`src/rtl/alu_op_sequencer.sv`:
```
// rtl/alu_op_sequencer.sv - registered ALU micro-op sequencer with LW/SW expansion and MUL/DIV hold
module alu_op_sequencer #(
  parameter int OP_W    = 6,
  parameter int OPER_W  = 4,
  parameter int MUL_LAT = 3,
  parameter int DIV_LAT = 8
) (
  input  logic              clk,
  input  logic              rst_n,
  input  logic              flush,
  input  logic              op_valid,
  output logic              op_ready,
  input  logic [OP_W-1:0]   op_code,
  output logic [OPER_W-1:0] alu_oper,
  output logic              alu_oper_valid,
  output logic [1:0]        alu_step,
  output logic              op_done,
  output logic              op_illegal,
  output logic              busy
);

  localparam int MAX_LAT = (MUL_LAT > DIV_LAT) ? MUL_LAT : DIV_LAT;
  localparam int CW      = $clog2(MAX_LAT + 1);
  localparam logic [CW-1:0] MUL_END = CW'(MUL_LAT - 1);
  localparam logic [CW-1:0] DIV_END = CW'(DIV_LAT - 1);

  typedef enum logic {IDLE, EXEC} state_t;

  state_t          state, state_nx;
  logic [OP_W-1:0] op_q, op_nx;
  logic [1:0]      step_q, step_nx;
  logic [CW-1:0]   cnt_q, cnt_nx;

  logic [3:0] oper4;
  logic [1:0] last_step;
  logic       illegal, is_mul, is_div;
  logic       hold, last, accept;

  // Decode works only on the latched opcode, so op_code never reaches alu_oper combinationally.
  always_comb begin
    oper4     = 4'd15;
    last_step = 2'd0;
    illegal   = 1'b0;
    is_mul    = 1'b0;
    is_div    = 1'b0;
    case (op_q)
      OP_W'(0): begin
        last_step = 2'd2;
        case (step_q)
          2'd0:    oper4 = 4'd1;
          2'd1:    oper4 = 4'd5;
          default: oper4 = 4'd6;
        endcase
      end
      OP_W'(3): begin
        last_step = 2'd1;
        oper4     = (step_q == 2'd0) ? 4'd1 : 4'd5;
      end
      OP_W'(5):  oper4 = 4'd5;
      OP_W'(6):  oper4 = 4'd1;
      OP_W'(7):  oper4 = 4'd2;
      OP_W'(8):  begin oper4 = 4'd3; is_mul = 1'b1; end
      OP_W'(9):  begin oper4 = 4'd4; is_div = 1'b1; end
      OP_W'(10): oper4 = 4'd7;
      OP_W'(11): oper4 = 4'd8;
      OP_W'(12): oper4 = 4'd9;
      OP_W'(13): oper4 = 4'd10;
      OP_W'(14): oper4 = 4'd11;
      OP_W'(15): oper4 = 4'd12;
      OP_W'(16), OP_W'(17), OP_W'(19), OP_W'(20): oper4 = 4'd13;
      OP_W'(18): oper4 = 4'd14;
      OP_W'(21): oper4 = 4'd15;
      default:   illegal = 1'b1;
    endcase
  end

  assign hold   = (is_mul && cnt_q != MUL_END) || (is_div && cnt_q != DIV_END);
  assign last   = (state == EXEC) && !hold && (step_q == last_step);
  assign op_ready = !flush && ((state == IDLE) || last);
  assign accept = op_valid && op_ready;

  assign op_done        = last && !flush;
  assign op_illegal     = op_done && illegal;
  assign busy           = (state == EXEC);
  assign alu_oper_valid = (state == EXEC) && !illegal;
  assign alu_oper       = (state == EXEC) ? OPER_W'(oper4) : OPER_W'(4'd15);
  assign alu_step       = step_q;

  always_comb begin
    state_nx = state;
    op_nx    = op_q;
    step_nx  = step_q;
    cnt_nx   = cnt_q;
    if (flush) begin
      state_nx = IDLE;
      step_nx  = 2'd0;
      cnt_nx   = '0;
    end else if (accept) begin
      state_nx = EXEC;
      op_nx    = op_code;
      step_nx  = 2'd0;
      cnt_nx   = '0;
    end else if (state == EXEC) begin
      if (hold) begin
        cnt_nx = cnt_q + 1'b1;
      end else if (step_q < last_step) begin
        step_nx = step_q + 2'd1;
        cnt_nx  = '0;
      end else begin
        state_nx = IDLE;
        step_nx  = 2'd0;
        cnt_nx   = '0;
      end
    end
  end

  always_ff @(posedge clk or negedge rst_n) begin
    if (!rst_n) begin
      state  <= IDLE;
      op_q   <= '0;
      step_q <= 2'd0;
      cnt_q  <= '0;
    end else begin
      state  <= state_nx;
      op_q   <= op_nx;
      step_q <= step_nx;
      cnt_q  <= cnt_nx;
    end
  end

endmodule

```
`config.mk`:
```
export PLATFORM = sky130hd
export DESIGN_NAME = alu_op_sequencer
export DESIGN_NICKNAME = d
export VERILOG_FILES = /design/src/rtl/alu_op_sequencer.sv
export SDC_FILE = /design/constraint.sdc
export NUM_CORES = 1
export LEC_CHECK = 0
export CELL_PAD_IN_SITES_DETAIL_PLACEMENT = 0
export CELL_PAD_IN_SITES_GLOBAL_PLACEMENT = 1
export CORE_MARGIN = 1.5
export CORE_UTILIZATION = 39
export DETAILED_ROUTE_END_ITERATION = 6
export PLACE_DENSITY_LB_ADDON = 0.12
export SETUP_SLACK_MARGIN = 0.05
export SLEW_MARGIN = 40
export SYNTH_ARGS = -nofsm -noshare
export SYNTH_HDL_FRONTEND = slang
export SYNTH_SLANG_ARGS = --single-unit
export TNS_END_PERCENT = 5
```
`constraint.sdc`:
```
create_clock -name clk -period 3.7 [get_ports clk]
set_clock_uncertainty 0.2 [all_clocks]
set_input_delay 0.555 -clock clk [delete_from_list [all_inputs] [get_ports clk]]
set_output_delay 0.555 -clock clk [all_outputs]
set_load 0.005 [all_outputs]
```
# Yosys cells after proc, flatten, opt, wreduce, memory -nomap -nowiden

Index checks and enable logic that the tools add are counted.

Magnitude comparators: 1
Add/sub/neg operators: 2
Bitwise gates (word level): 2
Mux-type cells: 22
Equal/unequal tests: 23
Reduce and logical (&&, ||, !) cells: 20

Operator list:

| operator                                                                 | count |
|---|---|
| 4-bit one-hot mux with 15 select lines                                   | 1 |
| 6-bit by 4-bit == test with 1-bit output (second input constant)         | 8 |
| 6-bit by 5-bit == test with 1-bit output (second input constant)         | 6 |
| 4-bit two-way mux                                                        | 5 |
| 19-bit OR reduction                                                      | 1 |
| 6-bit by 3-bit == test with 1-bit output (second input constant)         | 3 |
| 2-bit two-way mux                                                        | 5 |
| 1-bit logical AND                                                        | 9 |
| 1-bit two-way mux                                                        | 8 |
| 6-bit by 2-bit == test with 1-bit output (second input constant)         | 1 |
| 6-bit zero test                                                          | 1 |
| 3-bit one-hot mux with 2 select lines                                    | 1 |
| 4-bit by 1-bit adder with 4-bit output (second input constant)           | 1 |
| 4-bit by 2-bit inequality test with 1-bit output (second input constant) | 1 |
| 4-bit by 3-bit inequality test with 1-bit output (second input constant) | 1 |
| 2-bit one-hot mux with 2 select lines                                    | 1 |
| 2-bit AND reduction                                                      | 2 |
| 4-bit OR reduction                                                       | 1 |
| 3-bit two-way mux                                                        | 1 |
| 3-bit by 2-bit inequality test with 1-bit output (second input constant) | 1 |
| 3-bit nonzero test                                                       | 1 |
| 2-bit by 1-bit adder with 2-bit output (second input constant)           | 1 |
| 2-bit by 1-bit == test with 1-bit output (second input constant)         | 1 |
| 2-bit == test                                                            | 1 |
| 5 further kinds                                                          | 8 |

Input bits: 10
Flip-flop bits (word level): 13

# Depth between registers and ports, before layout

Gate-level depths: netlist (run 1).

Word-level depth: 12
Gate-level depth with buffers: 9

# Worst setup path before layout (run 1)

No wires, ideal clock.

Path kind: register to output
Start point: reg op_q[1]
End point: out op_illegal
Stages on the path, launching flop included: 8
Path buffers: 1
Arrival time: 2178 ps
Path slack: 767 ps
Cell sequence: dfrtp_1 clkbuf_1 or4_1 or3_1 ha_1 nand2_1 nor3_1 and2_1

Word-level cells in the longest chain between the ends: 9
Elaborated cells between the ends (all ways): 33

RTL lines:

| item                                     | line | source |
|---|---|---|
| start, declared                          | 30   | `logic [OP_W-1:0] op_q, op_nx;` |
| start signal, assigned                   | 125  | `op_q <= op_nx;` |
| 6-bit by 4-bit == test with 1-bit output | 46   | `case (op_q)` |
| 1-bit two-way mux                        | 46   |  |
| 1-bit logical AND                        | 77   | `assign hold = (is_mul && cnt_q != MUL_END) \|\| (is_div && cnt_q != DIV_END);` |
| 1-bit logical OR                         | 77   |  |
| 1-bit zero test                          | 78   | `assign last = (state == EXEC) && !hold && (step_q == last_step);` |
| 1-bit logical AND                        | 78   |  |
| 1-bit logical AND (*)                    | 78   |  |
| 1-bit logical AND (*)                    | 82   | `assign op_done = last && !flush;` |
| via op_done                              | 17   | `output logic op_done,` |
| 1-bit logical AND (*)                    | 83   | `assign op_illegal = op_done && illegal;` |
| end, declared                            | 18   | `output logic op_illegal,` |

The timed path passes the listed nets; every way through them passes the cells marked *.

# Worst setup path after layout (run 1)

Start point: reg op_q[5]
End point: out op_ready

Word-level cells in the longest chain between the ends: 9
Elaborated cells between the ends (all ways): 16

RTL lines:

| item                                     | line | source |
|---|---|---|
| 6-bit by 4-bit == test with 1-bit output | 46   |  |
| 1-bit two-way mux                        | 46   |  |
| 1-bit logical AND                        | 77   |  |
| 1-bit logical OR                         | 77   |  |
| 1-bit zero test                          | 78   |  |
| 1-bit logical AND                        | 78   |  |
| 1-bit logical AND (*)                    | 78   |  |
| 1-bit logical OR (*)                     | 79   | `assign op_ready = !flush && ((state == IDLE) \|\| last);` |
| 1-bit logical AND (*)                    | 79   |  |
| end, declared                            | 12   | `output logic op_ready,` |

Mark *: on every way between the ends. The rest lies on a longest branch, timed or not.

==> impl_metrics.tcl, run 1 <==
set metrics [dict create \
    p_leak_nw 0.596 \
    synthesis.area_per_instance_um2 8.77 \
    synth_edf_count 0 \
    cts_root_buf "clkbuf_4" \
    wl_per_cell_um 15.3 \
    grt_setup_unrepaired "no" \
    path_max_fanout 4 \
    synth_seq_cells 13 \
    cts_tree "yes" \
    min_period_ns 3.52 \
    antenna_found_initial 0 \
    multi_input_area_um2 826 \
    routed_wl_um 2880 \
    reg2reg_to "op_q[4]" \
    place_hpwl_um 2150 \
    io_pins 21 \
    synthArstFlopShare_pct 100 \
    outcome "finished, final reports clean" \
    r2r_start "op_q[5]" \
    power_per_cell_area_mw_per_mm2 321 \
    fin_setup_tns_ns 0 \
    yosys_warnings 0 \
    worstPathCellList "or4_1 -> or3_4 -> ha_4 -> nand2_1 -> a21oi_2 -> o31a_1 -> clkdlybuf4s50_1" \
    fill_cells 267 \
    grt_max_degree 20 \
    cp.required_ns 2.94 \
    synth-seq-area-share_pct 27.1 \
    r2r_cells 7 \
    most-common-layout-cells "clkdlybuf4s50_1, dfrtp_1, nor2_1, inv_1, buf_4" \
    hold_violations 0 \
    period_share_pct 95.2 \
    layout_commonest_cell "clkdlybuf4s50_1" \
    clkSlewWorstSetupHoldPaths_ns 0.08 \
    grt_usage_pct 18.9 \
    first_iter_violations 26 \
    drive_above_1_share_pct 20.4 \
    cp.buffers_inverters 1 \
    drtPass1Iterations 4 \
    worst_slew_pin_slew_ns 0.578 \
    holdPathEnd "cnt_q[3]" \
    hold_depth 1 \
    n_antenna_cell 0 \
    power_uw 481 \
    die_h_um 58.5 \
    worstHoldPathType "flop to flop" \
    num_rows 19 \
    grt_overflow_total 0 \
    setup_violations 0 \
    grt_pass1_wl_um 4940 \
    initial_core_util_pct 42.5 \
    coreArea_mm2 0.00283 \
    rrSetupSlack_ns 0.76 \
    syn2layout_area_growth_pct 24.7 \
    cts_sinks 13 \
    dieArea_mm2 0.00342 \
    slowest_stage "clkdlybuf4s50_1" \
    grt_pass1_vias 1037 \
    ir_worst_vdd_mv 0.280 \
    gp_congestion 0.828 \
    regArea_um2 327 \
    slew_violations 0 \
    end_kind "output pin" \
    syn-num-nets 153 \
    synth_area_mm2 0.00120 \
    critPathMaxStageDelay_ns 0.50 \
    vias 1091 \
    nets 174 \
    synthCells 137 \
    ys_types 53 \
    h-tree-depth 1 \
    postRouteAntennaNets 0 \
    worstSkewPairLatency_ns 0.28 \
    io_buffers 20 \
    startpoint_type "flop" \
    cpLargestDelayFamily "simple AND/OR/NAND/NOR gates" \
    fmax_mhz 284 \
    ys.flop_type "dfrtp_1" \
    arrival_ns 2.77 \
    drc 0 \
    cts_buffers 3 \
    criticalPathCategory "flop to output pin" \
    dieWidth_um 58.5 \
    hold_path_startpoint "cnt_q[3]" \
    maxCapViolCount 0 \
    relSlewSlack_pct 60.5 \
    cts_buffer_depth 2 \
    viasPerCell 5.80 \
]
[per-stage QoR]
| step | util [%] | instances | area [µm²] | worst slack (ns) | hold WS (ns) |
|---|---|---|---|---|---|
| 6_report | 52.9 | 188 | 1500 | 0.178 | 0.354 |
| 5_1_grt | 52.9 | 188 | 1500 | 0.0668 | 0.379 |
| 4_1_cts | 51.7 | 186 | 1460 | 0.0366 | 0.359 |
| 3_5_place_dp | 50.5 | 182 | 1430 | 0.312 | 0.348 |
| 3_3_place_gp | 50.5 | 182 | 1430 | 0.362 | 0.331 |
| 2_1_floorplan | - | 137 | 1200 | 0.767 | 0.0594 |
[worst max path at each step]
stage / from / endpoint / slack [ns] / cells after the start
after floorplan: op_q[1] / op_illegal / 0.77 / 7
after global placement: op_q[5] / op_illegal / 0.36 / 7
after detailed placement: op_q[5] / op_illegal / 0.31 / 7
after CTS: op_q[5] / op_ready / 0.04 / 7
after global routing: op_q[5] / op_ready / 0.07 / 7
final: op_q[5] / op_ready / 0.18 / 7
[layout make-up]
type                            instances  area share [%]
Clock buffer                            3            1.50
Sequential cell                        13            21.8
Timing Repair Buffer                   27            16.9
Tap cell                               31            2.59
Multi-Input combinational cell        106            55.1
Inverter                                7            1.75
Clock inverter                          1           0.334
[sequential cells by signal (all words and copies together), names as in the netlist]
register	flops
cnt_q	4
busy	1
op_q	6
alu_step	2
[per-layer routing]
metal  track usage (%)  part of all wire (%)
met4              4.98                   1.3
met1              27.4                    50
met2              28.3                    45
met5                 0                     0
met3              4.40                   3.5
[kinds of logic after synthesis]
family | Yosys count | share of synthesized area, %
XOR/XNOR | 2 | 1.46
buffers and inverters | 18 | 6.35
flip-flops | 13 | 27.1
multiplexers | 9 | 10.1
adder cells (fa/ha/maj) | 7 | 7.08
AO/OA/AOI/OAI | 32 | 18.6
AND/OR/NAND/NOR | 56 | 29.3
[cell usage after synthesis, types with 2 or more instances]
master	count	area (µm²)
ha_1	6	75.1
mux2_4	6	90.1
inv_1	7	26.3
nand2b_1	6	37.5
nand4_1	2	12.5
nand2_1	5	18.8
clkbuf_1	8	30.0
o21ai_0	5	25.0
dfrtp_1	13	325
mux2i_1	2	20.0
nand3b_1	2	15.0
a21o_1	2	15.0
a31oi_1	3	18.8
a21oi_1	7	35.0
or3_1	4	25.0
nand3_1	5	25.0
nor2b_1	2	12.5
or2_2	4	25.0
a2bb2oi_1	2	17.5
nor2_1	9	33.8
nor3_1	5	25.0
[timing repair]
item                                   4_1_cts  5_1_grt
setup endpoints to repair                    2        2
cloned                                       0        0
setup buffers                                0        2
gates resized for setup                      2        3
hold buffers                                 0        0
pin swaps                                    0        2
endpoints found under the hold margin        0        0
[power by group]
| part | leakage [nW] | internal (mW) | switching (mW) |
|---|---|---|---|
| clock network | 0.0177 | 0.0401 | 0.0500 |
| logic | 0.412 | 0.111 | 0.102 |
| registers | 0.166 | 0.154 | 0.0233 |
| total | 0.596 | 0.306 | 0.175 |
No activity file was read; power rests on OpenSTA's default activity.
==> run 2: changes to the inputs <==
--- a/config.mk
+++ b/config.mk
@@ -11,6 +11,7 @@
 export CORE_UTILIZATION = 39
 export DETAILED_ROUTE_END_ITERATION = 6
 export PLACE_DENSITY_LB_ADDON = 0.12
+export REMOVE_ABC_BUFFERS = 1
 export SETUP_SLACK_MARGIN = 0.05
 export SLEW_MARGIN = 40
 export SYNTH_ARGS = -nofsm -noshare
==> run 2 against run 1 <==
  * Utilization fell by 0.18 points
  * Highest routed layer unchanged
  * Sequential power is essentially flat
  * Non-clock buffer count did not move
  * Sequential cell count stayed put
  * Maximum frequency is 0.65% lower
  * First-iteration DRC count grew to 2.6 times the previous value
  * Largest power group unchanged
  * Worst hold slack got worse by 0.021 ns
  * Final area fell by 0.33%
  * Register-to-register slack worse by 0.02 ns
  * Combinational power barely moved
==> impl_metrics.tcl, run 2 (synthesis gave the netlist of run 1 again) <==
set metrics [dict create \
    setup_violations 0 \
    num_rows 19 \
    fin_setup_tns_ns 0 \
    instances_no_fill 188 \
    cts_sinks 13 \
    die_h_um 58.5 \
    n_antenna_cell 0 \
    first_iter_violations 67 \
    dieArea_mm2 0.00342 \
    drive_above_1_share_pct 19.7 \
    grt_overflow_total 0 \
    worstHoldPathType "flop to flop" \
    largest-register "op_q" \
    nets 174 \
    maxCapViolCount 0 \
    drtPass1Iterations 4 \
    relSlewSlack_pct 56.0 \
    place_hpwl_um 2130 \
    arrival_ns 2.79 \
    vias 1144 \
    dieWidth_um 58.5 \
    p_leak_nw 0.595 \
    end_kind "output pin" \
    syn2layout_area_growth_pct 24.3 \
    holdBufCountCts 0 \
    io_buffers 20 \
    wl_per_cell_um 15.7 \
    grt_pass1_wl_um 4770 \
    initial_core_util_pct 42.5 \
    postRouteAntennaNets 0 \
    grt_max_degree 20 \
    worstPathCellList "or4_1 -> or3_1 -> ha_4 -> nand2_1 -> a21oi_2 -> o31a_1 -> clkdlybuf4s50_1" \
    place_inst 182 \
    ir_worst_vdd_mv 0.251 \
    startpoint_type "flop" \
    grt_util_met3_pct 4.18 \
    gp_congestion 0.851 \
    min_period_ns 3.55 \
    grt_pass1_vias 1038 \
    fill_cells 260 \
    routed_wl_um 2960 \
    path_max_fanout 3 \
    cts_root_buf "clkbuf_4" \
    grt_usage_pct 18.3 \
    coreArea_mm2 0.00283 \
    outcome "finished, final reports clean" \
    fmax_mhz 282 \
    hold_violations 0 \
    most-common-layout-cells "clkdlybuf4s50_1, dfrtp_1, nor2_1, inv_1, buf_4" \
    cts_buffer_depth 2 \
    worstSkewPairLatency_ns 0.29 \
    viasPerCell 6.09 \
    h-tree-depth 1 \
    drc 0 \
    antenna_found_initial 0 \
    grtUsageMet1_pct 25.8 \
    grt_util_met2_pct 27.6 \
    power_per_cell_area_mw_per_mm2 324 \
    layout_commonest_cell "clkdlybuf4s50_1" \
    cts_buffers 3 \
    cts_tree "yes" \
    clkSlewWorstSetupHoldPaths_ns 0.09 \
    cp.required_ns 2.94 \
    worst_slew_pin_slew_ns 0.644 \
    slowest_stage "or4_1" \
    largest_reg_flops 6 \
    grt_setup_unrepaired "no" \
    critPathMaxStageDelay_ns 0.51 \
    power_uw 483 \
    criticalPathCategory "flop to output pin" \
    io_pins 21 \
    slew_violations 0 \
    period_share_pct 95.8 \
    busiest_layer "met2" \
]
run 2: cell types whose count changed in the layout (fill, tap and decap cells not counted):
| cell | previous run | this run |
|---|---|---|
| or3_1 | 3 | 4 |
| or3_4 | 1 | 0 |
run 2: what timing repair did:
action                                  in CTS  in global routing
buffers inserted                             1                  1
resized for setup                            2                  2
pin swaps                                    0                  1
endpoints found under the setup margin       2                  2
run 2: per-stage QoR:
step	area [µm²]	setup WS, ns	hold WS, ns	util [%]
5_1_grt	1490	0.0626	0.372	52.8
4_1_cts	1470	0.100	0.338	51.9
3_3_place_gp	1430	0.329	0.301	50.5
3_5_place_dp	1430	0.307	0.329	50.5
2_1_floorplan	1150	0.715	0.0594	-
6_report	1490	0.155	0.333	52.8
run 2: report_power, final:
group	internal, mW	total (mW)	switching, mW
Sequential	0.154	0.177	0.0229
Combinational	0.109	0.211	0.102
Clock	0.0402	0.0949	0.0547
run 2: worst paths after layout:
path / startpoint / to / slack (ns) / cells past startpoint
max: op_q[1] / op_ready / 0.15 / 7
min: cnt_q[3] / cnt_q[3] / 0.33 / 1
max reg2reg: op_q[1] / op_q[3] / 0.74 / 7
min reg2reg: cnt_q[3] / cnt_q[3] / 0.33 / 1
max in group asynchronous: rst_n / op_q[5] / 2.43 / 1
min in group asynchronous: rst_n / cnt_q[0] / 0.44 / 1
run 2: layout make-up:
class	instances	area, µm²	share of cell area [%]
Inverter	7	26.3	1.76
Timing Repair Buffer	27	253	16.9
Tap cell	31	38.8	2.60
Clock inverter	1	5.00	0.335
Multi-Input combinational cell	106	821	55.0
Clock buffer	3	22.5	1.51
Sequential cell	13	327	21.9
run 2: critical path, delay by kind of cell, from the launching register on:
family | cells | cell delay [ns]
fa+ha+maj | 1 | 0.30
compound gates | 2 | 0.32
buf+inv | 1 | 0.50
simple gates | 3 | 0.99
flops | 1 | 0.40
run 2: per-layer routing:
layer / routed length [µm] / vias to the layer above / part of all wire, %
met4: 44 / 0 / 1.5
met5: 0 / - / 0
met1: 1380 / 550 / 47
met2: 1350 / 44 / 46
met3: 177 / 6 / 6.0
li1: - / 544 / -
